===== config.mk =====
export PLATFORM = sky130hd
export DESIGN_NAME = multicycle_control
export DESIGN_NICKNAME = d
export VERILOG_FILES = /design/src/rtl/multicycle_control_pkg.sv /design/src/rtl/multicycle_control_decode.sv /design/src/rtl/multicycle_control.sv
export SDC_FILE = /design/constraint.sdc
export NUM_CORES = 1
export LEC_CHECK = 0
export ABC_CLOCK_PERIOD_IN_PS = 3800
export CAP_MARGIN = 0
export CORE_MARGIN = 5
export CORE_UTILIZATION = 40
export DETAILED_ROUTE_END_ITERATION = 7
export PLACE_DENSITY = 0.76
export REMOVE_ABC_BUFFERS = 1
export SETUP_SLACK_MARGIN = 0.5
export SYNTH_ARGS = -nofsm -noshare
export SYNTH_HDL_FRONTEND = slang
export SYNTH_SLANG_ARGS = --single-unit
export TNS_END_PERCENT = 1

===== constraint.sdc =====
create_clock -name CLK -period 3.8 [get_ports CLK]
set_input_delay 0.76 -clock CLK [delete_from_list [all_inputs] [get_ports CLK]]
set_output_delay 0.76 -clock CLK [all_outputs]
set_load 0.02 [all_outputs]

===== src/rtl/multicycle_control_pkg.sv =====
// Shared encodings for the multicycle accumulator machine: FSM states, opcodes,
// ALU operations, ALU source selects, memory address select and the control word.
package multicycle_control_pkg;

  typedef enum logic [3:0] {
    S_START     = 4'd0,
    S_FETCH     = 4'd1,
    S_DECODE    = 4'd2,
    S_MEM_READ  = 4'd3,
    S_ALU_EXEC  = 4'd4,
    S_WRITEBACK = 4'd5,
    S_STORE     = 4'd6,
    S_BRANCH    = 4'd7,
    S_JUMP      = 4'd8,
    S_SP_CALC   = 4'd9,
    S_HALT      = 4'd10
  } state_t;

  typedef enum logic [3:0] {
    OP_ADD  = 4'h0,
    OP_SUB  = 4'h1,
    OP_AND  = 4'h2,
    OP_OR   = 4'h3,
    OP_ADDI = 4'h4,
    OP_LD   = 4'h5,
    OP_ST   = 4'h6,
    OP_BEQ  = 4'h7,
    OP_BLE  = 4'h8,
    OP_J    = 4'h9,
    OP_PUSH = 4'hA,
    OP_HALT = 4'hF
  } op_t;

  typedef enum logic [2:0] {
    ALU_ADD   = 3'b000,
    ALU_SUB   = 3'b001,
    ALU_AND   = 3'b010,
    ALU_OR    = 3'b011,
    ALU_PASSB = 3'b100
  } alu_op_t;

  typedef enum logic [1:0] {
    ASA_ACC = 2'b00,
    ASA_PC  = 2'b01,
    ASA_SP  = 2'b10
  } asa_t;

  typedef enum logic [1:0] {
    ASB_MEM  = 2'b00,
    ASB_ONE  = 2'b01,
    ASB_IMM  = 2'b10,
    ASB_ZERO = 2'b11
  } asb_t;

  typedef enum logic [1:0] {
    MAS_PC     = 2'b00,
    MAS_IMM    = 2'b01,
    MAS_ALUOUT = 2'b10
  } mas_t;

  typedef struct packed {
    logic    pc_write;
    logic    pc_src;
    logic    ir_write;
    logic    mem_read;
    logic    mem_write;
    logic    acc_write;
    logic    aluout_write;
    logic    sp_write;
    mas_t    mem_addr_src;
    asa_t    asa_op;
    asb_t    asb_op;
    alu_op_t alu_op;
    logic    halted;
  } ctrl_t;

  function automatic logic is_legal(input logic [3:0] op);
    return (op <= 4'hA) || (op == 4'hF);
  endfunction

  function automatic alu_op_t exec_alu(input logic [3:0] op);
    case (op)
      OP_SUB:  return ALU_SUB;
      OP_AND:  return ALU_AND;
      OP_OR:   return ALU_OR;
      OP_LD:   return ALU_PASSB;
      default: return ALU_ADD;
    endcase
  endfunction

endpackage


===== src/rtl/multicycle_control_decode.sv =====
// Combinational control-word decode from the current state and latched opcode;
// the only live inputs are the memory handshake and the branch compare flags.
module control_decode
  import multicycle_control_pkg::*;
(
  input  state_t     state,
  input  logic [3:0] op,
  input  logic       mem_ready,
  input  logic       branch_result,
  input  logic       ble_result,
  output ctrl_t      ctrl
);

  always_comb begin
    ctrl = '0;
    case (state)
      S_FETCH: begin
        ctrl.mem_read     = 1'b1;
        ctrl.mem_addr_src = MAS_PC;
        ctrl.asa_op       = ASA_PC;
        ctrl.asb_op       = ASB_ONE;
        ctrl.alu_op       = ALU_ADD;
        ctrl.ir_write     = mem_ready;
        ctrl.pc_write     = mem_ready;
      end
      S_DECODE: begin
        // Branch/jump target PC+imm is parked in ALUOut for later states.
        ctrl.asa_op       = ASA_PC;
        ctrl.asb_op       = ASB_IMM;
        ctrl.alu_op       = ALU_ADD;
        ctrl.aluout_write = 1'b1;
      end
      S_MEM_READ: begin
        ctrl.mem_read     = 1'b1;
        ctrl.mem_addr_src = MAS_IMM;
      end
      S_ALU_EXEC: begin
        ctrl.asa_op       = ASA_ACC;
        ctrl.asb_op       = (op == OP_ADDI) ? ASB_IMM : ASB_MEM;
        ctrl.alu_op       = exec_alu(op);
        ctrl.aluout_write = 1'b1;
      end
      S_WRITEBACK: ctrl.acc_write = 1'b1;
      S_STORE: begin
        ctrl.mem_write    = 1'b1;
        ctrl.mem_addr_src = (op == OP_PUSH) ? MAS_ALUOUT : MAS_IMM;
        ctrl.asa_op       = ASA_ACC;
        ctrl.asb_op       = ASB_ZERO;
        ctrl.alu_op       = ALU_ADD;
        ctrl.sp_write     = (op == OP_PUSH) && mem_ready;
      end
      S_BRANCH: begin
        ctrl.asa_op   = ASA_ACC;
        ctrl.asb_op   = ASB_ZERO;
        ctrl.alu_op   = ALU_SUB;
        ctrl.pc_src   = 1'b1;
        ctrl.pc_write = (op == OP_BLE) ? ble_result : branch_result;
      end
      S_JUMP: begin
        ctrl.pc_write = 1'b1;
        ctrl.pc_src   = 1'b1;
      end
      S_SP_CALC: begin
        ctrl.asa_op       = ASA_SP;
        ctrl.asb_op       = ASB_ONE;
        ctrl.alu_op       = ALU_SUB;
        ctrl.aluout_write = 1'b1;
      end
      S_HALT:  ctrl.halted = 1'b1;
      default: ;
    endcase
  end

endmodule


===== src/rtl/multicycle_control.sv =====
// Multicycle accumulator-machine controller: state register, opcode latch,
// sticky illegal-opcode flag and next-state logic around control_decode.
module multicycle_control
  import multicycle_control_pkg::*;
(
  input  logic       CLK,
  input  logic       reset,
  input  logic [3:0] opcode,
  input  logic       mem_ready,
  input  logic       BranchResult,
  input  logic       BLEResult,
  output logic       PCWrite,
  output logic       PCSrc,
  output logic       IRWrite,
  output logic       MemRead,
  output logic       MemWrite,
  output logic       AccWrite,
  output logic       ALUOutWrite,
  output logic       SpWrite,
  output logic [1:0] MemAddrSrc,
  output logic [1:0] ASA_op,
  output logic [1:0] ASB_op,
  output logic [2:0] ALU_op,
  output logic       halted,
  output logic       illegal_op,
  output logic [3:0] state
);

  state_t     state_q, state_nxt;
  logic [3:0] op_q;
  logic       illegal_q;
  ctrl_t      ctrl;

  // START decodes to an all-zero control word, so the async reset of the
  // state register alone clears every output immediately.
  always_ff @(posedge CLK or negedge reset) begin
    if (!reset) state_q <= S_START;
    else        state_q <= state_nxt;
  end

  always_ff @(posedge CLK or negedge reset) begin
    if (!reset)                                         illegal_q <= 1'b0;
    else if (state_q == S_DECODE && !is_legal(opcode))  illegal_q <= 1'b1;
  end

  // Opcode is only consumed after DECODE, so it needs no reset.
  always_ff @(posedge CLK) begin
    if (state_q == S_DECODE) op_q <= opcode;
  end

  always_comb begin
    state_nxt = state_q;
    case (state_q)
      S_START:  state_nxt = S_FETCH;
      S_FETCH:  if (mem_ready) state_nxt = S_DECODE;
      S_DECODE: begin
        case (opcode)
          OP_ADD, OP_SUB, OP_AND, OP_OR, OP_LD: state_nxt = S_MEM_READ;
          OP_ADDI:                              state_nxt = S_ALU_EXEC;
          OP_ST:                                state_nxt = S_STORE;
          OP_BEQ, OP_BLE:                       state_nxt = S_BRANCH;
          OP_J:                                 state_nxt = S_JUMP;
          OP_PUSH:                              state_nxt = S_SP_CALC;
          default:                              state_nxt = S_HALT;
        endcase
      end
      S_MEM_READ:  if (mem_ready) state_nxt = S_ALU_EXEC;
      S_ALU_EXEC:  state_nxt = S_WRITEBACK;
      S_WRITEBACK: state_nxt = S_FETCH;
      S_STORE:     if (mem_ready) state_nxt = S_FETCH;
      S_BRANCH:    state_nxt = S_FETCH;
      S_JUMP:      state_nxt = S_FETCH;
      S_SP_CALC:   state_nxt = S_STORE;
      S_HALT:      state_nxt = S_HALT;
      default:     state_nxt = S_START;
    endcase
  end

  control_decode u_decode (
    .state         (state_q),
    .op            (op_q),
    .mem_ready     (mem_ready),
    .branch_result (BranchResult),
    .ble_result    (BLEResult),
    .ctrl          (ctrl)
  );

  assign PCWrite     = ctrl.pc_write;
  assign PCSrc       = ctrl.pc_src;
  assign IRWrite     = ctrl.ir_write;
  assign MemRead     = ctrl.mem_read;
  assign MemWrite    = ctrl.mem_write;
  assign AccWrite    = ctrl.acc_write;
  assign ALUOutWrite = ctrl.aluout_write;
  assign SpWrite     = ctrl.sp_write;
  assign MemAddrSrc  = ctrl.mem_addr_src;
  assign ASA_op      = ctrl.asa_op;
  assign ASB_op      = ctrl.asb_op;
  assign ALU_op      = ctrl.alu_op;
  assign halted      = ctrl.halted;
  assign illegal_op  = illegal_q;
  assign state       = state_q;

endmodule


==> impl_metrics.csv, run 1 <==
group,metric,value,unit
clocking,path_clk_slew,0.06,ns
placed_design,io_buffer_count,31,
placed_design,dp_hpwl,1.52,mm
critical_path,cp_cell_sequence,"clkdlybuf4s50_1 -> and3b_1 -> nor3b_1 -> clkdlybuf4s50_1",
yosys,ys_warn_count,0,
clocking,root_buffer,"clkbuf_4",
clocking,cts_resized,0,
critical_path,endpoint,"IRWrite",
clocking,clkLatencyLatePin,0.25,ns
sta,fin_tns_setup,0,ns
critical_path,crit_arrival,2.43,ns
final_layout,area_growth,42.2,%
floorplanning,die_w,55.3,um
sta,layout_setup_ws,0.613,ns
critical_path,critical_path_cell_count,4,
global_routing,grt_usage,0.132,
critical_path,r2r_slack,2.00,ns
global_routing,overflow,0,
critical_path,startpoint_type,"input pin",
yosys,synth_area,822,sq um
yosys,synth.top_cell.area_share,0.152,
critical_path,end_kind,"primary output",
yosys,yosysTopAreaCell,"dfrtp_1",
floorplanning,core,1960,sq um
yosys,ys_ff_latch,9,
critical_path,path_class,"in2out",
clocking,cts_tree,"built",
sta,setup_violations,0,
yosys,syn_inst,92,
job,maxCapViolations,0,
detailed_routing,wl,1.98,mm
power,pwr_density_cell,660,nW/um^2
global_routing,first_global_vias,766,
critical_path,crit_top_cell,"clkdlybuf4s50_1",
final_layout,layout_common_cells,"clkdlybuf4s50_1, nand2b_1, nor2_1, nand3b_1",
floorplanning,die-area,3060,sq um
critical_path,cpMaxStageDelayCell,"clkdlybuf4s50_1",
sta,fin_crit,3.19,ns
detailed_routing,drt_iter0_markers,15,
placed_design,gp_congestion,0.724,
detailed_routing,route.vias.total,804,
clocking,clock-sinks,9,
detailed_routing,wl_per_cell,13.3,um
floorplanning,rows,16,
final_layout,final_common_cell,"clkdlybuf4s50_1",
power,power,771,uW
critical_path,max_stage_delay,0.64,ns
final_layout,insertedDiodeCount,0,
global_routing,antenna_found_initial,0,
sta,fin_crit_sh,0.839,
clocking,cts-buffers-inserted,3,
sta,finalHoldViolations,0,
yosys,syn_area_per_cell,8.94,sq um
clocking,cts_setup_buffers,0,
placed_design,place_ws,0.623,ns
critical_path,critPathLaunch,"mem_ready",
final_layout,fillers,192,
sta,maxSlewViolCount,0,
floorplanning,die_y,55.3,um
detailed_routing,postRouteAntennaNets,0,
detailed_routing,first_pass_iters,4,
sta,worst_slew_pin_slew,0.618,ns
clocking,ctsHoldBuffers,0,
critical_path,cp_max_fo,8,
clocking,htree_num_levels,1,
critical_path,regToRegStartpoint,"state[0]",
critical_path,crit_required,3.04,ns
critical_path,path_delay_family,"buffers and inverters",
floorplanning,ioPinCount,32,
detailed_routing,drc,0,
clocking,cts_max_path_buffers,2,
power,leakagePower,0.427,nW
sta,skew,0.00650,ns
sta,slew_headroom,0.585,
final_layout,nets,136,
global_routing,grt_max_degree,22,
yosys,ys_top_cells_by_area,"dfrtp_1, edfxtp_1, ha_1",
critical_path,r2r_cells,2,
global_routing,grt_pass1_wl,3.42,mm
power,ir_drop,390,uV
yosys,synth-seq-area-share,0.298,
final_layout,drive_gt1_frac,0.0738,
sta,rsz0062_at_grt,"no",
yosys,synthDistinctLibCells,44,
critical_path,r2r_end,"op_q[0]",
critical_path,crit_buf_inv,2,
status,status,"completed",
detailed_routing,via_per_inst,5.40,
worst_hold_path,holdCritPathClass,"reg2reg",
sta,max_freq,314,MHz
floorplanning,initial_utilization,0.419,
## cell type report
cell class,instances,area [sq um],area share
timing repair buffer,31,310,0.266
multi-input combinational,74,537,0.459
tap,27,33.8,0.0289
inverter,4,15.0,0.0128
sequential,9,246,0.211
clock buffer,4,26.3,0.0225
## registers in the layout, indices dropped and copies added (netlist names)
name	flops
state	4
op_q	4
illegal_op	1
## per-layer routing
metal / track usage / routed length (um)
met3: 0.0350 / 106
met5: 0 / 0
met2: 0.211 / 900
met1: 0.169 / 944
met4: 0.0521 / 27
## cells in the mapped netlist, drive strengths merged
cell type and count:
o22ai 2, a31o 1, dfrtp 5, nor4 1
nand4 1, a21oi 2, and3b 1, o21ai 2
nor3 4, nor3b 3, ha 4, nand3b 5
a32o 1, o211ai 1, nor2 7, edfxtp 4
a21o 1, and4b 1, nor4b 1, inv 4
o2bb2ai 1, a221oi 2, buf 5, nor2b 2
or2 1, or3 2, nand4bb 1, o21a 1
a21boi 1, nand4b 1, or2b 1, nand2b 8
and3 1, mux2i 3, o31ai 2, nand2 4
and2 1, a211o 1, nor4bb 1, a22o 1
xor2 1
## through the flow
stage	hold slack (ns)	util	std cells	area [sq um]
2_1_floorplan	0.464	-	87	797
6_report	0.495	0.596	149	1170
3_5_place_dp	0.477	0.582	145	1140
5_1_grt	0.524	0.596	149	1170
4_1_cts	0.494	0.595	149	1170
3_3_place_gp	0.462	0.582	145	1140
## worst min path at each step
stage | from | to | slack [ns] | cells after the start
after floorplan | reset | illegal_op | 0.46 | 0
after global placement | illegal_op | illegal_op | 0.46 | 1
after detailed placement | illegal_op | illegal_op | 0.48 | 1
after CTS | illegal_op | illegal_op | 0.49 | 1
after global routing | illegal_op | illegal_op | 0.52 | 1
final | illegal_op | illegal_op | 0.50 | 1
## cell families (layout without fill, tap and decap cells)
family	Yosys count	in the layout	share of synthesized area
AO/OA/AOI/OAI	19	19	0.177
XOR/XNOR	1	1	0.0107
adder cells (fa/ha/maj)	4	4	0.0609
buffers and inverters	9	39	0.0487
flip-flops	9	9	0.298
multiplexers	3	3	0.0365
AND/OR/NAND/NOR	47	47	0.368
## power breakdown
part           switching [mW]  leakage, nW  internal (mW)
clock network          0.0308       0.0150         0.0403
logic                   0.239        0.316          0.249
registers              0.0803       0.0966          0.132
total                   0.351        0.427          0.421
Power figures use the tool's default switching activity.
==> run 2, diff against run 1 <==
ABC_CLOCK_PERIOD_IN_PS = 3000   (was 3800)
clock period = 3 ns   (was 3.8 ns; I/O delays follow)
==> run 2 against run 1 <==
Effect of this change:
- hold slack worse by 0.0089 ns
- final area is 3.6% higher
- clock skew is 0.0052 ns lower
- sequential power is 11% lower
- critical path depth stayed put
- clock power is 24% higher
- total power is 31% higher
- critical path type unchanged
- largest cell class unchanged
==> impl_metrics.csv, run 2 (synthesis results as in run 1) <==
group,metric,value,unit
status,status,"completed",
clocking,cts_max_path_buffers,2,
final_layout,nets,141,
worst_hold_path,whs_path_depth,1,
sta,slew_headroom,0.589,
final_layout,insertedDiodeCount,0,
sta,skew,0.00132,ns
critical_path,end_kind,"primary output",
final_layout,layout_common_cells,"clkdlybuf4s50_1, nand2b_1, nor2_1",
critical_path,startpoint_type,"input pin",
sta,worst_slew_pin_slew,0.612,ns
clocking,path_clk_slew,0.06,ns
global_routing,antenna_found_initial,0,
worst_hold_path,hold_start,"illegal_op",
critical_path,path_delay_family,"buffers and inverters",
worst_hold_path,holdCritPathClass,"reg2reg",
critical_path,r2r_end,"op_q[0]",
detailed_routing,drc,0,
floorplanning,core,1960,sq um
critical_path,crit_required,2.40,ns
placed_design,dp_hpwl,1.64,mm
final_layout,area_growth,47.3,%
floorplanning,die_y,55.3,um
clocking,cts-buffers-inserted,3,
final_layout,final_common_cell,"clkdlybuf4s50_1",
sta,rsz0062_at_grt,"yes",
critical_path,max_stage_delay,0.64,ns
detailed_routing,via_per_inst,5.44,
clocking,htree_num_levels,1,
global_routing,overflow,0,
detailed_routing,wl,2.05,mm
critical_path,crit_arrival,2.10,ns
detailed_routing,drt_iter0_markers,14,
global_routing,grt_pass1_wl,3.54,mm
global_routing,first_global_vias,782,
clocking,cts_tree,"built",
floorplanning,rows,16,
critical_path,crit_buf_inv,2,
sta,max_freq,371,MHz
sta,finalHoldViolations,0,
power,ir_drop,595,uV
sta,fin_crit_sh,0.900,
detailed_routing,postRouteAntennaNets,0,
job,maxCapViolations,0,
detailed_routing,route.vias.total,837,
global_routing,grt_usage,0.139,
critical_path,regToRegStartpoint,"state[0]",
sta,layout_setup_ws,0.301,ns
critical_path,r2r_cells,3,
global_routing,grt_max_degree,21,
sta,setup_violations,0,
critical_path,cp_cell_sequence,"clkdlybuf4s50_1 -> and3b_1 -> nor3b_1 -> clkdlybuf4s50_1",
clocking,cts_setup_buffers,0,
clocking,clock-sinks,9,
floorplanning,die_w,55.3,um
sta,fin_tns_setup,0,ns
detailed_routing,first_pass_iters,4,
clocking,clkLatencyLatePin,0.25,ns
placed_design,place_ws,0.297,ns
power,leakagePower,0.476,nW
detailed_routing,wl_per_cell,13.3,um
critical_path,crit_top_cell,"clkdlybuf4s50_1",
worst_hold_path,hold_end,"illegal_op",
placed_design,gp_congestion,0.754,
critical_path,cpMaxStageDelayCell,"clkdlybuf4s50_1",
placed_design,dp_cells,150,
critical_path,path_class,"in2out",
final_layout,drive_gt1_frac,0.110,
floorplanning,initial_utilization,0.419,
clocking,root_buffer,"clkbuf_4",
floorplanning,die-area,3060,sq um
power,pwr_density_cell,833,nW/um^2
final_layout,fillers,191,
placed_design,io_buffer_count,31,
final_layout,fin_cells,154,
floorplanning,ioPinCount,32,
critical_path,r2r_slack,1.28,ns
sta,fin_crit,2.70,ns
sta,maxSlewViolCount,0,
critical_path,cp_max_fo,3,
==> run 2: worst max-delay path by stage <==
stage,to,startpoint,slack [ns],depth (start not counted)
after detailed placement,IRWrite,mem_ready,0.30,4
after global placement,IRWrite,mem_ready,0.34,4
after global routing,IRWrite,mem_ready,0.22,4
final,IRWrite,mem_ready,0.30,4
after floorplan,ALU_op[2],state[2],0.62,3
after CTS,ALU_op[2],state[3],0.27,4
==> run 2: metal layers <==
metal | part of all wire | wire [um] | track usage
met2 | 0.46 | 946 | 0.220
met3 | 0.063 | 130 | 0.0396
met5 | 0 | 0 | 0
met4 | 0.017 | 35 | 0.0729
met1 | 0.46 | 939 | 0.170
==> run 2: repair_timing <==
| action | in CTS | in global routing |
|---|---|---|
| endpoints found under the setup margin | 11 | 15 |
| gates cloned | 0 | 0 |
| hold buffers | 0 | 0 |
| resized for setup | 2 | 1 |
==> run 2: where the power goes <==
group / total, mW / switching [mW] / internal [mW]
clock network: 0.0882 / 0.0373 / 0.0509
registers: 0.188 / 0.0209 / 0.167
logic: 0.733 / 0.395 / 0.338
total: 1.01 / 0.453 / 0.556
==> run 2: metrics by stage <==
stage                     power [mW]  area (sq um)   util  hold WS (ns)
after floorplan                0.614           797      -         0.304
after global placement         0.917          1180  0.601         0.460
after detailed placement       0.931          1180  0.601         0.475
after CTS                       1.02          1210  0.616         0.493
after global routing            1.09          1210  0.617         0.524
final                           1.01          1210  0.617         0.486
==> run 2: final cells by class <==
| type | instances | area [sq um] | area share |
|---|---|---|---|
| Multi-Input combinational cell | 74 | 542 | 0.447 |
| Timing Repair Buffer | 36 | 349 | 0.288 |
| Sequential cell | 9 | 245 | 0.202 |
| Tap cell | 27 | 33.8 | 0.0279 |
| Clock buffer | 4 | 26.3 | 0.0217 |
| Inverter | 4 | 15.0 | 0.0124 |
==> run 3, diff against run 2 <==
ABC_AREA = 1   (was unset)
ABC_CLOCK_PERIOD_IN_PS = 2300   (was 3000)
CORE_UTILIZATION = 37   (was 40)
PLACE_DENSITY = 0.77   (was 0.76)
RECOVER_POWER = 100   (was unset)
clock period = 2.3 ns   (was 3 ns; I/O delays follow)
==> run 3 against run 2 <==
Effect of this change:
- final area decreased by 3.6%
- die area decreased by 2.5%
- critical path depth rose by 1
- global-route usage grew 1.7 points
- synthesized cell count up 21%
- final cell count grew 18%
- combinational power rose by 26%
==> impl_metrics.csv, run 3 <==
group,metric,value,unit
status,status,"completed",
sta,maxSlewViolCount,0,
yosys,ys_top_cells_by_area,"dfrtp_1, edfxtp_1, nand2_1",
detailed_routing,wl_per_cell,12.2,um
clocking,clkLatencyLatePin,0.25,ns
global_routing,grt_pass1_wl,3.42,mm
yosys,netlist_top_cells_count,"nand2_1, inv_1, nor2_1",
yosys,synth.top_cell.area_share,0.170,
yosys,syn_area_per_cell,6.64,sq um
detailed_routing,drc,0,
critical_path,path_class,"reg2out",
final_layout,final_common_cell,"nand2_1",
floorplanning,ioPinCount,32,
sta,rsz0062_at_grt,"yes",
clocking,ctsHoldBuffers,0,
critical_path,end_kind,"primary output",
power,pwr_density_cell,1140,nW/um^2
yosys,ys_warn_count,0,
sta,fin_crit,2.04,ns
global_routing,overflow,0,
yosys,synth_most_common_cell,"nand2_1",
yosys,yosysTopAreaCell,"dfrtp_1",
clocking,path_clk_slew,0.05,ns
clocking,cts_tree,"built",
clocking,root_buffer,"clkbuf_4",
power,leakagePower,0.603,nW
placed_design,place_ws,-0.0345,ns
worst_hold_path,holdCritPathClass,"reg2reg",
final_layout,fin_cells,182,
sta,slew_headroom,0.771,
floorplanning,die_y,54.6,um
sta,fin_crit_sh,0.888,
yosys,synthDistinctLibCells,21,
yosys,synth_edf_count,4,
power,ir_drop,728,uV
final_layout,finish.utilization,0.607,
job,maxCapViolations,0,
final_layout,drive_gt1_frac,0.181,
final_layout,area_growth,58.4,%
sta,worst_slew_pin_slew,0.343,ns
detailed_routing,via_per_inst,5.01,
global_routing,grt_usage,0.156,
placed_design,dp_cells,173,
clocking,cts-buffers-inserted,3,
floorplanning,die_w,54.6,um
clocking,cts_max_path_buffers,2,
global_routing,antenna_found_initial,0,
detailed_routing,postRouteAntennaNets,0,
clocking,htree_num_levels,1,
yosys,synth-seq-area-share,0.333,
final_layout,nets,169,
placed_design,dp_hpwl,1.74,mm
floorplanning,rows,16,
detailed_routing,route.vias.total,911,
floorplanning,initial_utilization,0.383,
yosys,ys_async_sr_fraction,0.556,
critical_path,crit_required,1.84,ns
clocking,clock-sinks,9,
floorplanning,die-area,2980,sq um
detailed_routing,wl,2.22,mm
sta,finalHoldViolations,0,
detailed_routing,first_pass_iters,4,
yosys,synth_area,737,sq um
sta,setup_violations,0,
global_routing,first_global_vias,832,
global_routing,grt_max_degree,9,
detailed_routing,drt_iter0_markers,12,
final_layout,layout_common_cells,"nand2_1, inv_1, nor2_1, dlygate4sd3_1",
sta,layout_setup_ws,0.258,ns
yosys,synth_ff_type,"dfrtp_1",
sta,max_freq,490,MHz
sta,skew,0.00173,ns
floorplanning,core,1920,sq um
yosys,ys_ff_latch,9,
final_layout,insertedDiodeCount,0,
final_layout,fillers,199,
power,power,1.33,mW
critical_path,cp_max_fo,5,
critical_path,crit_arrival,1.58,ns
yosys,syn_inst,111,
placed_design,io_buffer_count,31,
sta,fin_tns_setup,0,ns
critical_path,startpoint_type,"register",
placed_design,gp_congestion,0.818,
-- run 3: final timing paths --
check | startpoint | to | slack [ns] | cells after the start
max in group asynchronous | reset | state[3] | 1.62 | 1
worst max-delay path | state[2] | ALU_op[1] | 0.26 | 5
worst min-delay path | illegal_op | illegal_op | 0.47 | 1
worst max register to register | state[2] | state[1] | 0.73 | 8
worst min register to register | illegal_op | illegal_op | 0.47 | 1
min in group asynchronous | reset | state[2] | 0.49 | 1
-- run 3: final cells by class --
| cell class | instances | area (sq um) | share of cell area |
|---|---|---|---|
| well taps | 27 | 33.8 | 0.0289 |
| inverters | 19 | 73.8 | 0.0632 |
| flip-flops and latches | 9 | 245 | 0.210 |
| repair buffers | 40 | 324 | 0.278 |
| multi-input cells | 83 | 464 | 0.398 |
| clock buffers | 4 | 26.3 | 0.0225 |
-- run 3: through the flow --
stage	hold slack (ns)	instance area [sq um]
6_report	0.469	1170
5_1_grt	0.481	1170
4_1_cts	0.419	1140
3_5_place_dp	0.458	1110
3_3_place_gp	0.463	1110
2_1_floorplan	0.164	737
-- run 3: what timing repair did --
action                                  in CTS  in global routing
gates cloned                                 0                  0
pin swaps                                    1                  3
resized for setup                           66                  7
setup buffers                                3                  2
endpoints found under the setup margin      19                 21
-- run 3: cell families (layout without fill, tap and decap cells) --
| family | after synthesis | in the layout | synth area share |
|---|---|---|---|
| compound gates | 16 | 16 | 0.122 |
| fa+ha+maj | 4 | 4 | 0.0679 |
| buf+inv | 19 | 63 | 0.0968 |
| flops | 9 | 9 | 0.333 |
| simple gates | 63 | 63 | 0.380 |
-- run 3: per-layer routing --
metal | up-vias | wire, um | global-route usage
met5 | - | 0 | 0
met3 | 4 | 178 | 0.0245
met4 | 0 | 22 | 0.0498
li1 | 447 | - | -
met1 | 416 | 922 | 0.194
met2 | 44 | 1090 | 0.270
-- run 3: where the power goes --
part / internal (mW) / switching [mW]
Combinational: 0.353 / 0.573
Sequential: 0.227 / 0.0625
Clock: 0.0662 / 0.0452
Total: 0.646 / 0.681
-- run 3: critical path: stages (launching register included) --
cell     delay (ns)
dfrtp_1        0.47
inv_1          0.14
nor2_1         0.18
nand2_1        0.13
nor3b_1        0.21
buf_2          0.20
